### config.mk
export PLATFORM = sky130hd
export DESIGN_NAME = crack_range_flat
export DESIGN_NICKNAME = d
export VERILOG_FILES = /design/src/rtl/crack_range_if.sv /design/src/rtl/crack_range.sv /design/src/flat_wrapper.sv
export SDC_FILE = /design/constraint.sdc
export NUM_CORES = 2
export LEC_CHECK = 0
export BUFFER_PORTS_ARGS = -buffer_cell sky130_fd_sc_hd__buf_2
export CAP_MARGIN = 0
export CORE_MARGIN = 2
export CORE_UTILIZATION = 62
export CTS_CLUSTER_DIAMETER = 120
export DETAILED_ROUTE_END_ITERATION = 8
export PLACE_DENSITY = 0.78
export SYNTH_ARGS = -nofsm -noshare
export SYNTH_HDL_FRONTEND = slang
export SYNTH_SLANG_ARGS = --single-unit
### constraint.sdc
create_clock -name clk -period 10.1 [get_ports clk]
set_input_delay 1.01 -clock clk [delete_from_list [all_inputs] [get_ports clk]]
set_output_delay 1.01 -clock clk [all_outputs]
set_load 0.005 [all_outputs]
### src/rtl/crack_range_if.sv
// crack_range_if: control, arc4-snoop and found-plaintext signals of one key-range cracker.
interface crack_range_if #(
   parameter int KEY_W = 24
);
   logic             en;
   logic             rdy;
   logic             stop;
   logic [KEY_W-1:0] start_key;
   logic [KEY_W-1:0] end_key;
   logic [7:0]       msg_len;
   logic [KEY_W-1:0] key;
   logic             key_valid;
   logic             key_fail;
   logic [KEY_W-1:0] keys_tried;
   logic             a4_en;
   logic             a4_rdy;
   logic [KEY_W-1:0] a4_key;
   logic [7:0]       a4_pt_addr;
   logic [7:0]       a4_pt_wrdata;
   logic             a4_pt_wren;
   logic [7:0]       fpt_addr;
   logic [7:0]       fpt_wrdata;
   logic             fpt_wren;
   modport slave (
      input  en, stop, start_key, end_key, msg_len, a4_rdy, a4_pt_addr, a4_pt_wrdata, a4_pt_wren,
      output rdy, key, key_valid, key_fail, keys_tried, a4_en, a4_key, fpt_addr, fpt_wrdata, fpt_wren
   );
   modport master (
      output en, stop, start_key, end_key, msg_len, a4_rdy, a4_pt_addr, a4_pt_wrdata, a4_pt_wren,
      input  rdy, key, key_valid, key_fail, keys_tried, a4_en, a4_key, fpt_addr, fpt_wrdata, fpt_wren
   );
endinterface

### src/rtl/crack_range.sv
// crack_range: sweeps keys start..end by KEY_STRIDE through an arc4 core, snooping each
// plaintext byte, and copies the plaintext of the first printable key to the fpt port.
module crack_range #(
   parameter int         KEY_W      = 24,
   parameter int         KEY_STRIDE = 1,
   parameter logic [7:0] CHAR_MIN   = 8'h20,
   parameter logic [7:0] CHAR_MAX   = 8'h7E,
   parameter int         MAX_LEN    = 255
) (
   input logic          clk,
   input logic          rst_n,
   crack_range_if.slave bus
);
   typedef enum logic [2:0] {IDLE, LAUNCH, SETTLE, RUN, DECIDE, COPY, FOUND, FAILED} state_t;
   localparam logic [KEY_W:0] STRIDE  = (KEY_W+1)'(KEY_STRIDE);
   localparam logic [8:0]     LEN_CAP = 9'(MAX_LEN);
   state_t           state_q, state_d;
   logic [KEY_W-1:0] key_q, key_d, end_q, end_d, keys_tried_q, keys_tried_d;
   logic [7:0]       len_q, len_d, i_q, i_d;
   logic             key_valid_q, key_valid_d, key_fail_q, key_fail_d;
   logic             bad_q, bad_d, stop_q, stop_d;
   logic [7:0]       mem_q [MAX_LEN+1];
   logic             mem_we, stop_any, byte_bad, in_msg, wrap;
   logic [KEY_W:0]   next_key;
   assign stop_any = bus.stop | stop_q;
   assign mem_we   = state_q == RUN && bus.a4_pt_wren && {1'b0, bus.a4_pt_addr} <= LEN_CAP;
   assign in_msg   = bus.a4_pt_addr != 8'd0 && bus.a4_pt_addr <= len_q;
   assign byte_bad = bus.a4_pt_wrdata < CHAR_MIN || bus.a4_pt_wrdata > CHAR_MAX;
   // the carry bit catches a stride that would wrap past the top of the key space
   assign next_key = {1'b0, key_q} + STRIDE;
   assign wrap     = next_key[KEY_W] || next_key[KEY_W-1:0] > end_q;
   always_comb begin
      state_d      = state_q;
      key_d        = key_q;
      end_d        = end_q;
      len_d        = len_q;
      i_d          = i_q;
      keys_tried_d = keys_tried_q;
      key_valid_d  = key_valid_q;
      key_fail_d   = key_fail_q;
      bad_d        = bad_q;
      stop_d       = stop_q;
      case (state_q)
         IDLE, FOUND, FAILED: if (bus.en) begin
            state_d      = LAUNCH;
            key_d        = bus.start_key;
            end_d        = bus.end_key;
            len_d        = {1'b0, bus.msg_len} > LEN_CAP ? LEN_CAP[7:0] : bus.msg_len;
            keys_tried_d = '0;
            key_valid_d  = 1'b0;
            key_fail_d   = 1'b0;
            stop_d       = 1'b0;
         end
         LAUNCH: if (stop_any) begin
            state_d    = FAILED;
            key_fail_d = 1'b1;
         end else if (bus.a4_rdy) begin
            state_d = SETTLE;
            bad_d   = 1'b0;
         end
         SETTLE: begin
            stop_d  = stop_any;
            state_d = RUN;
         end
         RUN: begin
            stop_d  = stop_any;
            bad_d   = bad_q | (bus.a4_pt_wren & in_msg & byte_bad);
            state_d = bus.a4_rdy ? DECIDE : RUN;
         end
         DECIDE: begin
            keys_tried_d = keys_tried_q + 1'b1;
            i_d          = 8'd0;
            if (!stop_any && !bad_q) state_d = COPY;
            else if (stop_any || wrap) begin
               state_d    = FAILED;
               key_fail_d = 1'b1;
            end else begin
               key_d   = next_key[KEY_W-1:0];
               state_d = LAUNCH;
            end
         end
         COPY: if (i_q == len_q) begin
            state_d     = FOUND;
            key_valid_d = 1'b1;
         end else i_d = i_q + 8'd1;
         default: ;
      endcase
   end
   always_ff @(posedge clk) begin
      if (!rst_n) begin
         state_q      <= IDLE;
         key_q        <= '0;
         end_q        <= '0;
         len_q        <= '0;
         i_q          <= '0;
         keys_tried_q <= '0;
         key_valid_q  <= 1'b0;
         key_fail_q   <= 1'b0;
         bad_q        <= 1'b0;
         stop_q       <= 1'b0;
      end else begin
         state_q      <= state_d;
         key_q        <= key_d;
         end_q        <= end_d;
         len_q        <= len_d;
         i_q          <= i_d;
         keys_tried_q <= keys_tried_d;
         key_valid_q  <= key_valid_d;
         key_fail_q   <= key_fail_d;
         bad_q        <= bad_d;
         stop_q       <= stop_d;
      end
   end
   always_ff @(posedge clk) begin
      if (mem_we) mem_q[bus.a4_pt_addr] <= bus.a4_pt_wrdata;
   end
   assign bus.rdy        = state_q inside {IDLE, FOUND, FAILED};
   assign bus.key        = key_q;
   assign bus.a4_key     = key_q;
   assign bus.a4_en      = state_q == SETTLE;
   assign bus.key_valid  = key_valid_q;
   assign bus.key_fail   = key_fail_q;
   assign bus.keys_tried = keys_tried_q;
   assign bus.fpt_wren   = state_q == COPY;
   assign bus.fpt_addr   = state_q == COPY ? i_q : 8'd0;
   assign bus.fpt_wrdata = state_q == COPY ? mem_q[i_q] : 8'd0;
endmodule

### src/flat_wrapper.sv
// flat-port wrapper written by rule: the top's interface ports become plain ports
module crack_range_flat 
#(
   parameter int         KEY_W      = 24,
   parameter int         KEY_STRIDE = 1,
   parameter logic [7:0] CHAR_MIN   = 8'h20,
   parameter logic [7:0] CHAR_MAX   = 8'h7E,
   parameter int         MAX_LEN    = 255
)
  (clk, rst_n, bus_en, bus_stop, bus_start_key, bus_end_key, bus_msg_len, bus_a4_rdy, bus_a4_pt_addr, bus_a4_pt_wrdata, bus_a4_pt_wren, bus_rdy, bus_key, bus_key_valid, bus_key_fail, bus_keys_tried, bus_a4_en, bus_a4_key, bus_fpt_addr, bus_fpt_wrdata, bus_fpt_wren);
  crack_range_if #(.KEY_W(KEY_W)) bus_i ();
  input logic clk;
  input logic rst_n;
  input wire logic [$bits(bus_i.en)-1:0] bus_en;
  input wire logic [$bits(bus_i.stop)-1:0] bus_stop;
  input wire logic [$bits(bus_i.start_key)-1:0] bus_start_key;
  input wire logic [$bits(bus_i.end_key)-1:0] bus_end_key;
  input wire logic [$bits(bus_i.msg_len)-1:0] bus_msg_len;
  input wire logic [$bits(bus_i.a4_rdy)-1:0] bus_a4_rdy;
  input wire logic [$bits(bus_i.a4_pt_addr)-1:0] bus_a4_pt_addr;
  input wire logic [$bits(bus_i.a4_pt_wrdata)-1:0] bus_a4_pt_wrdata;
  input wire logic [$bits(bus_i.a4_pt_wren)-1:0] bus_a4_pt_wren;
  output wire logic [$bits(bus_i.rdy)-1:0] bus_rdy;
  output wire logic [$bits(bus_i.key)-1:0] bus_key;
  output wire logic [$bits(bus_i.key_valid)-1:0] bus_key_valid;
  output wire logic [$bits(bus_i.key_fail)-1:0] bus_key_fail;
  output wire logic [$bits(bus_i.keys_tried)-1:0] bus_keys_tried;
  output wire logic [$bits(bus_i.a4_en)-1:0] bus_a4_en;
  output wire logic [$bits(bus_i.a4_key)-1:0] bus_a4_key;
  output wire logic [$bits(bus_i.fpt_addr)-1:0] bus_fpt_addr;
  output wire logic [$bits(bus_i.fpt_wrdata)-1:0] bus_fpt_wrdata;
  output wire logic [$bits(bus_i.fpt_wren)-1:0] bus_fpt_wren;
  assign bus_i.en = bus_en;
  assign bus_i.stop = bus_stop;
  assign bus_i.start_key = bus_start_key;
  assign bus_i.end_key = bus_end_key;
  assign bus_i.msg_len = bus_msg_len;
  assign bus_i.a4_rdy = bus_a4_rdy;
  assign bus_i.a4_pt_addr = bus_a4_pt_addr;
  assign bus_i.a4_pt_wrdata = bus_a4_pt_wrdata;
  assign bus_i.a4_pt_wren = bus_a4_pt_wren;
  assign bus_rdy = bus_i.rdy;
  assign bus_key = bus_i.key;
  assign bus_key_valid = bus_i.key_valid;
  assign bus_key_fail = bus_i.key_fail;
  assign bus_keys_tried = bus_i.keys_tried;
  assign bus_a4_en = bus_i.a4_en;
  assign bus_a4_key = bus_i.a4_key;
  assign bus_fpt_addr = bus_i.fpt_addr;
  assign bus_fpt_wrdata = bus_i.fpt_wrdata;
  assign bus_fpt_wren = bus_i.fpt_wren;
  crack_range #(.KEY_W(KEY_W), .KEY_STRIDE(KEY_STRIDE), .CHAR_MIN(CHAR_MIN), .CHAR_MAX(CHAR_MAX), .MAX_LEN(MAX_LEN)) u_core (.clk(clk), .rst_n(rst_n), .bus(bus_i));
endmodule
==> run summary <==
Clk_lat worst skew - 830 ps
Setup crit end kind - primary output
Initial Util - 62.45%
Core Region - 135500 um2
Post-synthesis cell type count - 61
Sequential Area - 63580 um2
CP top delay family - buffers and inverters
Clock power share - 40.5%
Combinational power share - 4.1%
Post-synthesis register bit count - 2151
NetSw - 0.003764 W
Final ANT Viol Nets - 0
Finished Layout Cells - 6452
CP max FO - 90
Max clock buf depth - 3
Worst Path Arrival - 5470 ps
LEAKAGE - 28.30 nW
NumNets Final - 4625
HP Start - bus_msg_len[0]
Sequential area share after synthesis - 75.13%
CTS tree - yes
Critical path depth - 8
Worst-margin pin slew - 1382 ps
Clock sink count - 2151
Slew HR - 7.897%
Post-CTS setup buffer count - 0
Power density cells - 190.4 nW/um2
Cells after DPL - 6088
Slowest stage cell, crit path - dfxtp_4
Layout cell share with drive strength beyond 1 - 22.54%
Worst hold slack - 435.7 ps
Avg Vias per Cell - 6.913
Peak supply drop - 166.5 uV
CTS clk-pin slew, worst paths - 60 ps
Final setup margin - 3620 ps
Net Sw Frac - 21.18%
Worst setup SP type - register
Post-Syn Instances - 4326
Type of the worst min-delay path - primary input to register
Slowest stage delay, CP - 880 ps
Max Clock Freq - 154.3 MHz
Max Cap Viol - 0
Hold-fix buffers, CTS - 0
Multi-input gate area in the final layout - 19680 um2
Critical path buffer and inverter count - 3
Synth Cell Area - 84600 um2
Layout Skew - 29.22 ps
DIE WIDTH - 373.4 um
Setup TNS - 0 ps
Synth async-reset ratio - 0%
FF-to-FF path depth - 13
I/O pin count - 171
Routed WL - 208.6 mm
Final Max Tran Viols - 0
Tot Pwr - 0.01778 W
R2r startpoint - u_core.bus.a4_key[2]
Final Wtd Congestion - 0.9565
Vias in the first global route - 43731
I/O Buffers - 170
Via count - 44600
Number of synthesized flops with an enable pin - 2048
Internal Dissipation - 0.01401 W
Global-route wire length before repair - 301.6 mm
Critical path class - register to primary output
CTS Buf Count - 201
Total grt overflow - 0
Hold path depth - 3
Wire per inst - 32.34 um
Die Y - 373.4 um
Fillers - 8072
Pre-antenna DRT Iters - 9
H-tree Lvls - 4
Dpl ws - 4690 ps
Overall Global Routing Usage - 30.05%
Synthesized area per cell - 19.56 um2
Post-CTS Resized - 0
Largest net degree at the start of global routing - 179
RSZ-0062 raised after global routing - no
Crit-path cells - buf_12 -> buf_12 -> mux4_2 -> o22ai_1 -> nor3_1 -> a31oi_1 -> o2111ai_1 -> buf_2
Syn nets - 4441
Final hold vios - 0
Final setup vio count - 0
Final min period - 6480 ps
Prevailing post-synth register cell - edfxtp_1
Area growth, synth to finish - 10.37%
DRC - 0
Worst path required time - 9090 ps
Status - complete, no violations
Rows - 135
DRT iter0 DRCs - 7257
DP Wirelength - 123.9 mm
Most used cell, CP - buf_12
Initial antenna violation count - 4
Root Buffer - clkbuf_16
Final worst path period share - 64.16%
Portion of total power attributed to sequential cells - 55.5%
Synthesis warning total - 0
Die area - 139400 um2
## cell type report
type / count / area share [%]
inverters: 40 / 0.1608
repair buffers: 240 / 1.683
clock inverters: 98 / 0.8750
flip-flops and latches: 2151 / 68.08
clock buffers: 262 / 5.723
multi-input cells: 1876 / 21.08
well taps: 1781 / 2.386
diodes: 4 / 0.01072
## tightest hold or removal path: stages
cell and delay [ps]:
buf_2 100, nand2_1 40, a21boi_0 60
## layer usage
layer / part of all wire, % / track usage [%] / vias up
li1: - / - / 17988
met1: 36 / 41.44 / 22978
met2: 48 / 46.88 / 3130
met3: 12 / 7.908 / 502
met4: 4.1 / 11.41 / 2
met5: 0.064 / 0 / -
## power groups by stage
| stage | registers [W] | logic [W] | clock network (W) |
|---|---|---|---|
| floorplan | 0.0100 | 0.000440 | 0 |
| global placement | 0.0100 | 0.000695 | 0 |
| detailed placement | 0.0100 | 0.000715 | 0 |
| CTS | 0.00986 | 0.000721 | 0.00722 |
| global route | 0.00986 | 0.000792 | 0.00755 |
| finish | 0.00986 | 0.000721 | 0.00720 |
## per-stage QoR
stage | util (%) | cell area [um2]
after detailed placement | 64.38 | 87210
after global placement | 64.38 | 87210
after CTS | 68.92 | 93370
after global routing | 68.93 | 93370
final | 68.93 | 93380
after floorplan | - | 84600
## kinds of logic (layout without fill, tap and decap cells)
logic type | Yosys count | count (layout) | synth area share, %
compound gates | 407 | 407 | 3.120
xor+xnor | 50 | 50 | 0.5176
simple gates | 761 | 761 | 3.997
buf+inv | 299 | 640 | 1.652
fa+ha+maj | 37 | 37 | 0.5472
flops | 2151 | 2151 | 75.13
other cells | 0 | 4 | 0
mux | 621 | 621 | 15.04
## layout by cell type, fill, tap and decap left out, drive strengths merged, types with 78 or more instances in the layout
master / count
o22ai: 98
clkinv: 78
o21ai: 82
mux4: 520
edfxtp: 2048
mux2i: 100
dfxtp: 103
buf: 232
nand2: 190
nor2: 370
clkbuf: 270
## state kept, by name, summed over array words and instances, names as in the netlist, named ones only
| register | count |
|---|---|
| u_core.bus.keys_tried | 24 |
| u_core.end_q | 24 |
| u_core.stop_q | 1 |
| u_core.state_q | 3 |
| u_core.len_q | 8 |
| u_core.i_q | 8 |
| u_core.bus.key_valid | 1 |
| u_core.mem_q | 2048 |
| u_core.bus.a4_key | 24 |
| u_core.bus.key_fail | 1 |
| u_core.bad_q | 1 |
## path summary, 6_finish.rpt
path	endpoint	slack, ps
hold / removal	u_core.len_q[0]	440
hold reg to reg	u_core.end_q[9]	470
setup reg to reg	u_core.bus.a4_key[0]	5430
setup / recovery	bus_fpt_wrdata[5]	3620
## synth_stat cells (all sizes together), types with 41 or more instances
cell / count / area, um2
o22ai: 98 / 613.1
dfxtp: 103 / 2062
a21oi: 62 / 310.3
o21ai: 82 / 410.4
mux4: 520 / 11710
edfxtp: 2048 / 61500
nor2: 370 / 1408
nand2: 190 / 713.2
buf: 136 / 785.8
clkbuf: 123 / 461.7
nand4: 41 / 275.3
mux2i: 100 / 1001
No activity file was read; power rests on OpenSTA's default activity.
